<file path="src/rtl/rv_pkg.sv">
// rv_pkg: RV32I opcode/funct7 constants, ALU opcode encoding and decode-stage states.
package rv_pkg;
    localparam logic [6:0] OP      = 7'h33;
    localparam logic [6:0] OP_IMM  = 7'h13;
    localparam logic [6:0] LUI     = 7'h37;
    localparam logic [6:0] AUIPC   = 7'h17;
    localparam logic [6:0] F7_BASE = 7'h00;
    localparam logic [6:0] F7_ALT  = 7'h20;

    typedef enum logic [3:0] {
        ALU_ADD  = 4'h0,
        ALU_SLL  = 4'h1,
        ALU_SLT  = 4'h2,
        ALU_SLTU = 4'h3,
        ALU_XOR  = 4'h4,
        ALU_SRL  = 4'h5,
        ALU_OR   = 4'h6,
        ALU_AND  = 4'h7,
        ALU_SUB  = 4'h8,
        ALU_SRA  = 4'hD
    } alu_op_t;

    typedef enum logic {RUN, HALT} dec_state_t;
endpackage

</file>
<file path="src/rtl/alu_decode_imm_gen.sv">
// imm_gen: combinational I-type, shift-amount and U-type immediate extraction.
module imm_gen (
    input  logic [31:0] instr,
    output logic [31:0] imm_i,
    output logic [31:0] imm_sh,
    output logic [31:0] imm_u
);
    assign imm_i  = {{20{instr[31]}}, instr[31:20]};
    assign imm_sh = {27'd0, instr[24:20]};
    assign imm_u  = {instr[31:12], 12'd0};
endmodule

</file>
<file path="src/rtl/alu_decode.sv">
// alu_decode: RV32I decode/issue stage for OP, OP-IMM, LUI and AUIPC feeding the integer ALU.
// Illegal encodings halt the stage until clear.
module alu_decode
    import rv_pkg::*;
(
    input  logic        clk,
    input  logic        rst_n,
    input  logic        in_valid,
    output logic        in_ready,
    input  logic [31:0] in_instr,
    input  logic [31:0] in_pc,
    output logic [4:0]  rs1_addr,
    output logic [4:0]  rs2_addr,
    input  logic [31:0] rs1_data,
    input  logic [31:0] rs2_data,
    output logic        out_valid,
    input  logic        out_ready,
    output logic [3:0]  alu_op,
    output logic [31:0] alu_a,
    output logic [31:0] alu_b,
    output logic [4:0]  rd_addr,
    output logic        rd_we,
    output logic        illegal,
    output logic [31:0] illegal_pc,
    input  logic        clear
);
    dec_state_t  state;
    logic [6:0]  opcode, f7;
    logic [2:0]  f3;
    logic        shift, legal, accept;
    logic [3:0]  d_op;
    logic [31:0] d_a, d_b, imm_i, imm_sh, imm_u;

    imm_gen u_imm (.instr(in_instr), .imm_i(imm_i), .imm_sh(imm_sh), .imm_u(imm_u));

    assign opcode   = in_instr[6:0];
    assign f3       = in_instr[14:12];
    assign f7       = in_instr[31:25];
    assign rs1_addr = in_instr[19:15];
    assign rs2_addr = in_instr[24:20];
    assign shift    = f3 == 3'd1 || f3 == 3'd5;
    assign in_ready = state == RUN && (!out_valid || out_ready);
    assign accept   = in_valid && in_ready;

    always_comb begin
        legal = 1'b0;
        d_op  = ALU_ADD;
        d_a   = rs1_data;
        d_b   = rs2_data;
        case (opcode)
            OP: begin
                legal = f7 == F7_BASE || (f7 == F7_ALT && (f3 == 3'd0 || f3 == 3'd5));
                d_op  = {in_instr[30], f3};
            end
            OP_IMM: begin
                // only shifts carry the arithmetic bit; other immediates reuse instr[30] as data
                legal = !shift || f7 == F7_BASE || (f7 == F7_ALT && f3 == 3'd5);
                d_op  = {shift & in_instr[30], f3};
                d_b   = shift ? imm_sh : imm_i;
            end
            LUI: begin
                legal = 1'b1;
                d_a   = '0;
                d_b   = imm_u;
            end
            AUIPC: begin
                legal = 1'b1;
                d_a   = in_pc;
                d_b   = imm_u;
            end
            default: legal = 1'b0;
        endcase
    end

    always_ff @(posedge clk or negedge rst_n) begin
        if (!rst_n) begin
            state      <= RUN;
            out_valid  <= 1'b0;
            alu_op     <= ALU_ADD;
            alu_a      <= '0;
            alu_b      <= '0;
            rd_addr    <= '0;
            rd_we      <= 1'b0;
            illegal    <= 1'b0;
            illegal_pc <= '0;
        end else begin
            if (accept && legal) begin
                out_valid <= 1'b1;
                alu_op    <= d_op;
                alu_a     <= d_a;
                alu_b     <= d_b;
                rd_addr   <= in_instr[11:7];
                rd_we     <= |in_instr[11:7];
            end else if (accept || out_ready) begin
                out_valid <= 1'b0;
            end
            if (accept && !legal) begin
                state      <= HALT;
                illegal    <= 1'b1;
                illegal_pc <= in_pc;
            end else if (state == HALT && clear) begin
                state   <= RUN;
                illegal <= 1'b0;
            end
        end
    end
endmodule
</file>
<file path="config.mk">
export PLATFORM = sky130hd
export DESIGN_NAME = alu_decode
export DESIGN_NICKNAME = d
export VERILOG_FILES = /design/src/rtl/rv_pkg.sv /design/src/rtl/alu_decode_imm_gen.sv /design/src/rtl/alu_decode.sv
export SDC_FILE = /design/constraint.sdc
export NUM_CORES = 1
export LEC_CHECK = 0
export BUFFER_PORTS_ARGS = -buffer_cell sky130_fd_sc_hd__buf_2
export CAP_MARGIN = 15
export CORE_ASPECT_RATIO = 0.9
export CORE_UTILIZATION = 30
export CTS_CLUSTER_SIZE = 20
export DETAILED_ROUTE_END_ITERATION = 12
export SKIP_CTS_REPAIR_TIMING = 1
export SYNTH_ARGS = -nofsm -noshare
export SYNTH_HDL_FRONTEND = slang
export SYNTH_SLANG_ARGS = --single-unit
</file>
<file path="constraint.sdc">
create_clock -name clk -period 2.9 [get_ports clk]
set_input_delay 0.87 -clock clk [delete_from_list [all_inputs] [get_ports clk]]
set_output_delay 0.87 -clock clk [all_outputs]
set_load 0.05 [all_outputs]
</file>
==> impl_results.md, run 1 <==
- Net Sw Power: 0.002021 W
- Die Y: 127.3 um
- Dominant cell type by area after synthesis: dfrtp_1
- Avg WL per Cell: 16.55 um
- Combinational Power Share: 35.8%
- CORE AREA: 16950 um2
- Count leader, synth: dfrtp_1
- Hold crit path type: flop to flop
- Synth Area in Simple Gates: 13.50%
- Synth Area in Compound Gates: 6.644%
- CP max stage cell: or4_1
- Crit path max fanout: 22
- IO Pins: 252
- Max incr delay on CP: 0.54 ns
- Kind of critical path: primary input to flop
- Routed Wire Length: 15260 um
- Initial antenna violation count: 0
- Final hold vios: 0
- Synth Area in XOR/XNOR: 0.1673%
- All-layer global routing usage: 17.04%
- Startpoint Class: primary input
- Final-report setup violation count: 0
- Setup Skew: 0.004825 ns
- CP endpoint kind: flop
- Sink Count: 108
- CTS root buf: clkbuf_16
- Post-synth net total: 571
- Die span in x: 141.2 um
- Area contributors post-synth: dfrtp_1 52%, mux2_2 12%, mux2_1 9.5%
- Sw frac: 40.01%
- PortBufs: 251
- Pleak: 3.781 nW
- Maxcap violations: 0
- Clk buf depth: 2
- Tot Pwr: 0.005052 W
- Cell Rows: 45
- Clock power frac: 26.6%
- Via density: 4.741
- Arrival @ worst endpoint: 2.75 ns
- Final Core Density: 41.98%
- DR vias: 4371
- Actual slew at the worst max-slew pin: 0.7540 ns
- Commonest cells in the netlist: 108 x dfrtp_1, 83 x nand2_1, 57 x mux2_2
- Internal power: 0.003031 W
- Initial Util: 30.89%
- Mux contribution to synthesized area: 22.68%
- Final net count: 816
- Sequential area share after synthesis: 51.63%
- Netlist cell types: 35
- First-pass GRT wire length: 23790 um
- Area Growth Syn to Fin: 35.90%
- RSZ-0062 raised after global routing: false
- Fmax: 397.1 MHz
- Routed met1 length: 6425 um
- Placed cells: 907
- Worst-path cell chain: buf_2, or4_1, nor3_2, a211oi_2, nor3_4, buf_12, buf_12, mux2_2
- Worst path required time: 3.13 ns
- CTS tree: yes
- Cell count after synthesis: 438
- First-pass iteration count of the detailed router: 4
- Post-synth EDFFs: 0
- Crit path time final: 2.518 ns
- Syn Area/Cell: 11.95 um2
- Non-Filler Instances: 922
- Register share of total power: 37.6%
- Largest family of logic cells by synthesized area: multiplexers
- Pin count of the biggest net entering global routing: 60
- Warnings, synthesis: 0
- Worst IR drop on VDD: 419.3 uV
- Slew margin rel.: 49.74%
- Reg2Reg Setup Slack: 1.15 ns
- Adder-cell share of the synthesized area: 0%
- Mapped Area: 5235 um2
- Top Layer Used: met4
- Met2 WL: 7480 um
- Total CTS buffers: 9
- Share of the synthesized area in the top cell type: 51.63%
- Async SR Flop Fraction: 100.0%
- Top_reg_cell synth: dfrtp_1
- Htree depth: 3
- Routed met3 length: 1193 um
- Full die area: 17980 um2
- Pins Over Slew Limit: 0
- RePlAce Congestion: 0.8413
- Detailed Route Iter0 Violations: 134
- Power Density: 710.1 nW/um2
- Share of cells above drive strength 1: 51.53%
- Crit share post-route: 86.84%
- Clock transition at path regs: 0.07 ns
- CP most frequent cell: buf_12
- Status: finished clean
- # DRC: 0
- Clock insertion delay at the later pin of the skew report: 0.34 ns
- #FFs+latches synth: 108
- DRT antenna net count: 0
- Vias in the first global route: 4518
- Detailed placement HPWL: 11730 um
- Fin Setup TNS: 0 ns
- Antenna Cells: 0
- Gr ovfl total: 0
-- per-stage QoR --
stage                     instance area, um2  setup slack [ns]  hold WS (ns)
final                                   7114            0.3817        0.4806
after global routing                    7114            0.2349        0.5006
after CTS                               7114            0.3788        0.4859
after detailed placement                6790          0.006060        0.4693
after global placement                  6790           0.02407        0.4644
after floorplan                         5239            0.3026        0.5744
-- registers in the layout, indices dropped and copies added (netlist names) --
name	cells
state	1
alu_b	32
alu_op	4
out_valid	1
illegal_pc	32
rd_we	1
rd_addr	5
alu_a	32
-- cells in the final DEF (no fill, tap or decap), drive strengths merged, types with 2 or more instances in the layout --
cell / count
buf: 272
dfrtp: 108
mux2: 101
nand2: 83
nand3b: 34
a221o: 14
o21ai: 14
clkbuf: 10
inv: 8
a22o: 6
a32oi: 5
mux2i: 5
nor2: 3
nor3: 3
nor2b: 2
bufinv: 2
a21oi: 2
and2: 2
-- metal layers --
metal / track usage, % / up-vias
li1: - / 2028
met1: 20.32 / 2143
met2: 30.05 / 188
met3: 4.985 / 12
met4: 4.220 / 0
met5: 0 / -
-- worst max-delay path: cells and delay by family --
| family | cells | cell delay, ns |
|---|---|---|
| AND/OR/NAND/NOR | 3 | 0.93 |
| multiplexers | 1 | 0.35 |
| AO/OA/AOI/OAI | 1 | 0.13 |
| buffers and inverters | 3 | 0.46 |
-- final cells by class --
class                   count  area (um2)
clock buffers              10       239.0
fillers                  1659        9833
clock inverters             5       85.08
flip-flops and latches    108        2703
multi-input cells         285        2263
inverters                   7       26.28
repair buffers            272        1504
well taps                 235       294.0
-- kinds of logic after synthesis --
logic type      after synthesis
buf+inv                      45
flops                       108
xor+xnor                      1
simple gates                134
mux                         106
compound gates               44
-- power by group through the flow --
stage | clock (W) | sequential (W) | combinational [W]
6_report | 0.00134 | 0.00190 | 0.00181
5_1_grt | 0.00145 | 0.00193 | 0.00190
4_1_cts | 0.00140 | 0.00190 | 0.00183
3_5_place_dp | 0 | 0.00192 | 0.00183
3_3_place_gp | 0 | 0.00191 | 0.00181
2_1_floorplan | 0 | 0.00285 | 0.000368
-- worst paths after layout --
kind | end | cells after the start | from
setup / recovery | rd_addr[4] | 8 | in_instr[27]
hold / removal | alu_b[8] | 1 | alu_b[8]
setup reg to reg | rd_addr[4] | 6 | out_valid
hold reg to reg | alu_b[8] | 1 | alu_b[8]
max in group asynchronous | alu_b[17] | 2 | rst_n
min in group asynchronous | illegal_pc[24] | 2 | rst_n
Power figures use the tool's default switching activity.
==> run 2, diff against run 1 <==
Settings changed: ABC_AREA from default to 1.
==> impl_results.md, run 2 <==
- Die span in x: 145.1 um
- Total CTS buffers: 9
- Crit path max fanout: 2
- Top_reg_cell synth: dfrtp_1
- Netlist cell types: 19
- Post-synth net total: 872
- PortBufs: 251
- Kind of critical path: primary input to primary output
- Sink Count: 108
- Count leader, synth: nand2_1
- Pin count of the biggest net entering global routing: 65
- Hold crit path type: flop to flop
- Routed Wire Length: 18450 um
- Initial antenna violation count: 0
- CP endpoint kind: primary output
- Initial Util: 31.00%
- RSZ-0062 raised after global routing: false
- Area contributors post-synth: dfrtp_1 49%, nand2_1 20%, nand3_1 12%
- Sequential area share after synthesis: 48.86%
- Cell count after synthesis: 739
- Warnings, synthesis: 0
- IO Pins: 252
- Actual slew at the worst max-slew pin: 0.6686 ns
- Reg2Reg Setup Slack: 1.11 ns
- Maxcap violations: 0
- Startpoint Class: primary input
- Mapped Area: 5532 um2
- Full die area: 18990 um2
- Clk buf depth: 2
- Fin Setup TNS: 0 ns
- Via density: 4.707
- First-pass GRT wire length: 28580 um
- Detailed Route Iter0 Violations: 303
- #FFs+latches synth: 108
- RePlAce Congestion: 0.8449
- Share of the synthesized area in the top cell type: 48.86%
- Clock insertion delay at the later pin of the skew report: 0.35 ns
- All-layer global routing usage: 19.25%
- CTS tree: yes
- Commonest cells in the netlist: 299 x nand2_1, 131 x nand3_1, 108 x dfrtp_1
- DR vias: 5648
- Share of cells above drive strength 1: 30.73%
- Area Growth Syn to Fin: 30.36%
- Syn Area/Cell: 7.485 um2
- Slew margin rel.: 55.42%
- Async SR Flop Fraction: 100.0%
- Worst IR drop on VDD: 336.7 uV
- Crit share post-route: 78.15%
- Crit path time final: 2.266 ns
- Power Density: 687.4 nW/um2
- WHS: 0.4662 ns
- Avg WL per Cell: 15.37 um
- Fmax: 441.2 MHz
- DRT antenna net count: 0
- Detailed placement HPWL: 12960 um
- Final net count: 1088
- Cell Rows: 46
- Vias in the first global route: 5270
- Die Y: 130.8 um
- Final hold vios: 0
- Antenna Cells: 0
- Arrival @ worst endpoint: 1.40 ns
- CP max stage cell: buf_2
- Max incr delay on CP: 0.21 ns
- Gr ovfl total: 0
- Status: finished clean
- Worst-path cell chain: buf_2, nor2_1, nor2_1, buf_2
- Final-report setup violation count: 0
- Post-synth EDFFs: 0
- Largest regs: alu_a: 32 flops, alu_b: 32 flops, illegal_pc: 32 flops
- Pins Over Slew Limit: 0
- Clock transition at path regs: 0.07 ns
- Tot Pwr: 0.004957 W
- Setup Skew: 0.009297 ns
- Most frequent cells in the layout: 299 x nand2_1, 250 x buf_2, 131 x nand3_1, 108 x dfrtp_1, 44 x inv_1
- Final Core Density: 40.41%
- Pleak: 4.405 nW
- Worst path required time: 2.03 ns
- CTS root buf: clkbuf_16
- First-pass iteration count of the detailed router: 4
- Htree depth: 3
- CORE AREA: 17840 um2
- Fillers: 1930
- # DRC: 0
- Leading cell type in the layout, fill and taps excluded: nand2_1
- Dominant cell type by area after synthesis: dfrtp_1
[run 2: worst max-delay path, delay by kind of cell]
family                 cells  cell delay (ns)
buffers and inverters      2             0.31
AND/OR/NAND/NOR            2             0.22
[run 2: cell type report]
type	count	area, um2	area share (%)
clock buffers	11	252.7	3.505
well taps	240	300.3	4.164
inverters	46	172.7	2.395
flip-flops and latches	108	2703	37.48
clock inverters	5	81.33	1.128
multi-input cells	521	2295	31.82
repair buffers	269	1406	19.50
[run 2: path summary, 6_finish.rpt]
path                                startpoint              to  depth (start not counted)
worst max-delay path                 out_ready        in_ready                          4
worst min-delay path            illegal_pc[15]  illegal_pc[15]                          2
worst max register to register       out_valid  illegal_pc[17]                          6
worst min register to register  illegal_pc[15]  illegal_pc[15]                          2
max in group asynchronous                rst_n       alu_b[13]                          2
min in group asynchronous                rst_n  illegal_pc[14]                          1
[run 2: through the flow]
stage	instance area (um2)	worst slack [ns]	instances
global placement	6877	0.5554	1184
floorplan	5532	0.4756	739
global route	7211	0.5935	1200
detailed placement	6877	0.4927	1184
CTS	7211	0.6311	1200
finish	7211	0.6336	1200
[run 2: where the power goes]
part | leakage, nW | total [W] | internal (W) | switching, W
registers | 1.42 | 0.00187 | 0.00174 | 0.000128
logic | 2.82 | 0.00171 | 0.000377 | 0.00133
clock network | 0.162 | 0.00138 | 0.000807 | 0.000573
[run 2: per-layer routing]
layer	vias to the layer above	GRT usage, %	routed length [um]
met4	0	6.378	360
li1	2801	-	-
met1	2643	26.17	8719
met2	181	30.85	8463
met5	-	0	0
met3	23	3.889	902
[run 2: cell families (layout without fill, tap and decap cells)]
logic type	count (synthesis)	after routing	synth area share [%]
flops	108	108	48.86
compound gates	35	35	3.235
simple gates	486	486	38.02
buf+inv	110	331	9.885
==> run 3, diff against run 2 <==
Settings changed: ABC_AREA 1 to 0.
Clock period 2.9 ns to 2.3 ns, I/O delays scaled along.
==> impl_results.md, run 3 (same netlist as run 1, synthesis figures left out) <==
- Status: finished clean
- # DRC: 0
- Gr ovfl total: 0
- IO Pins: 252
- Pins Over Slew Limit: 0
- Setup crit end: alu_a[15]
- Finished Cell Area: 7428 um2
- Area Growth Syn to Fin: 41.90%
- Slew margin rel.: 70.56%
- Tot Pwr: 0.006326 W
- Routed Wire Length: 15710 um
- Actual slew at the worst max-slew pin: 0.4416 ns
- Worst R2R End: alu_a[15]
- Crit path max fanout: 14
- Via density: 4.651
- Worst IR drop on VDD: 419.4 uV
- Die span in x: 141.2 um
- FF-to-FF path depth: 6
- Multi-input logic area: 2352 um2
- Worst-path cell chain: buf_6, or4_4, nor3_4, a211oi_2, nor3_4, buf_6, clkbuf_16, mux2_2
- Sw frac: 40.68%
- CORE AREA: 16950 um2
- Initial antenna violation count: 0
- DRT antenna net count: 0
- Crit path time final: 2.284 ns
- CTS tree: yes
- All-layer global routing usage: 16.61%
- Detailed placement HPWL: 11380 um
- Largest regs: alu_a: 32 flops, alu_b: 32 flops, illegal_pc: 32 flops
- Pre-CTS setup slack: -0.4317 ns
- Placed cells: 919
- Setup Skew: 0.005951 ns
- Fmax: 437.8 MHz
- Reg2Reg Setup Slack: 0.52 ns
- Worst path required time: 2.54 ns
- Combinational Power Share: 37.2%
- Initial Util: 30.89%
- Antenna Cells: 0
- CP max stage cell: or4_4
- Final hold vios: 0
- CP endpoint kind: flop
- Final-report setup violation count: 0
- Full die area: 17980 um2
- Register Area: 2703 um2
- Leading cell type in the layout, fill and taps excluded: buf_2
- Maxcap violations: 0
- Max incr delay on CP: 0.54 ns
- Pleak: 3.910 nW
- Sink Count: 108
- Clock insertion delay at the later pin of the skew report: 0.35 ns
- Vias in the first global route: 4466
- First-pass GRT wire length: 23150 um
- Die Y: 127.3 um
- Avg WL per Cell: 16.66 um
- Power Density: 851.5 nW/um2
- CTS root buf: clkbuf_16
- Most frequent cells in the layout: 249 x buf_2, 108 x dfrtp_1, 83 x nand2_1, 56 x mux2_2, 34 x nand3b_1
- Crit share post-route: 99.31%
- RePlAce Congestion: 0.7758
- Clock power frac: 24.9%
- Arrival @ worst endpoint: 2.52 ns
- FF-to-FF Start: state
- PnR worst setup slack: 0.01595 ns
- Detailed Route Iter0 Violations: 216
- Share of cells above drive strength 1: 55.65%
- First-pass iteration count of the detailed router: 4
- Clock transition at path regs: 0.08 ns
- DR vias: 4386
- Non-Filler Instances: 943
- Net Sw Power: 0.002573 W
- Internal power: 0.003752 W
- Clk buf depth: 2
- Startpoint Class: primary input
- RSZ-0062 raised after global routing: true
- Total CTS buffers: 9
- Kind of critical path: primary input to flop
- Pin count of the biggest net entering global routing: 57
- Register share of total power: 37.9%
- Hold crit path type: primary input to asynchronous set/reset pin
- Final net count: 836
- Fillers: 1614
- Placed instance area: 6964 um2
- PortBufs: 251
- Cell Rows: 45
- Crit path from: in_instr[27]
- Htree depth: 3
==> run 3: cell types whose count changed in the layout (fill, tap and decap cells not counted), moves of 9 or more <==
cell / before / now
nand3b_1: 0 / 34
nor2_1: 15 / 3
mux2_1: 0 / 26
o21ai_0: 34 / 14
nand2_1: 299 / 83
a221o_1: 0 / 14
nand3_1: 131 / 1
nand4_1: 33 / 0
mux2_2: 0 / 56
inv_1: 44 / 7
mux2_4: 0 / 19
buf_4: 18 / 27
==> run 3: worst min path at each step <==
stage                     startpoint              to  slack (ns)  cells past startpoint
after floorplan                rst_n        alu_a[0]        0.39                      0
after global placement    rd_addr[3]      rd_addr[3]        0.46                      1
after detailed placement    alu_b[6]        alu_b[6]        0.47                      1
after CTS                      rst_n       alu_a[29]        0.26                      1
after global routing           rst_n  illegal_pc[29]        0.27                      1
final                          rst_n       alu_a[29]        0.26                      1
==> run 3: layout make-up <==
type                            count  area share (%)
Timing Repair Buffer              292           23.60
Clock inverter                      7           1.011
Inverter                            7          0.3537
Multi-Input combinational cell    285           31.67
Tap cell                          235           3.958
Sequential cell                   108           36.38
Clock buffer                        9           3.032
==> run 3: power groups by stage <==
stage / Combinational [W] / Sequential [W] / Clock [W]
3_3_place_gp: 0.00233 / 0.00241 / 0
6_report: 0.00235 / 0.00240 / 0.00158
4_1_cts: 0.00236 / 0.00240 / 0.00163
5_1_grt: 0.00246 / 0.00244 / 0.00171
2_1_floorplan: 0.000499 / 0.00359 / 0
3_5_place_dp: 0.00236 / 0.00243 / 0
==> run 3: critical path, delay by kind of cell <==
kind,cells,cell delay [ns]
compound gates,1,0.12
buf+inv,3,0.42
mux,1,0.35
simple gates,3,0.92
==> run 3: routing by layer <==
| layer | vias up | routed length (um) | GRT usage [%] |
|---|---|---|---|
| met2 | 186 | 7686 | 28.63 |
| li1 | 2065 | - | - |
| met3 | 9 | 1036 | 4.348 |
| met5 | - | 0 | 0 |
| met4 | 0 | 128 | 5.115 |
| met1 | 2126 | 6856 | 20.30 |
==> run 3: through the flow <==
stage	util (%)	hold WS, ns	setup TNS, ns
after detailed placement	41.09	0.4738	-40.72
after global routing	43.83	0.2744	-0.9047
after floorplan	-	0.3944	-3.682
after global placement	41.09	0.4636	-35.28
after CTS	42.86	0.2560	-2.020
final	43.83	0.2608	0
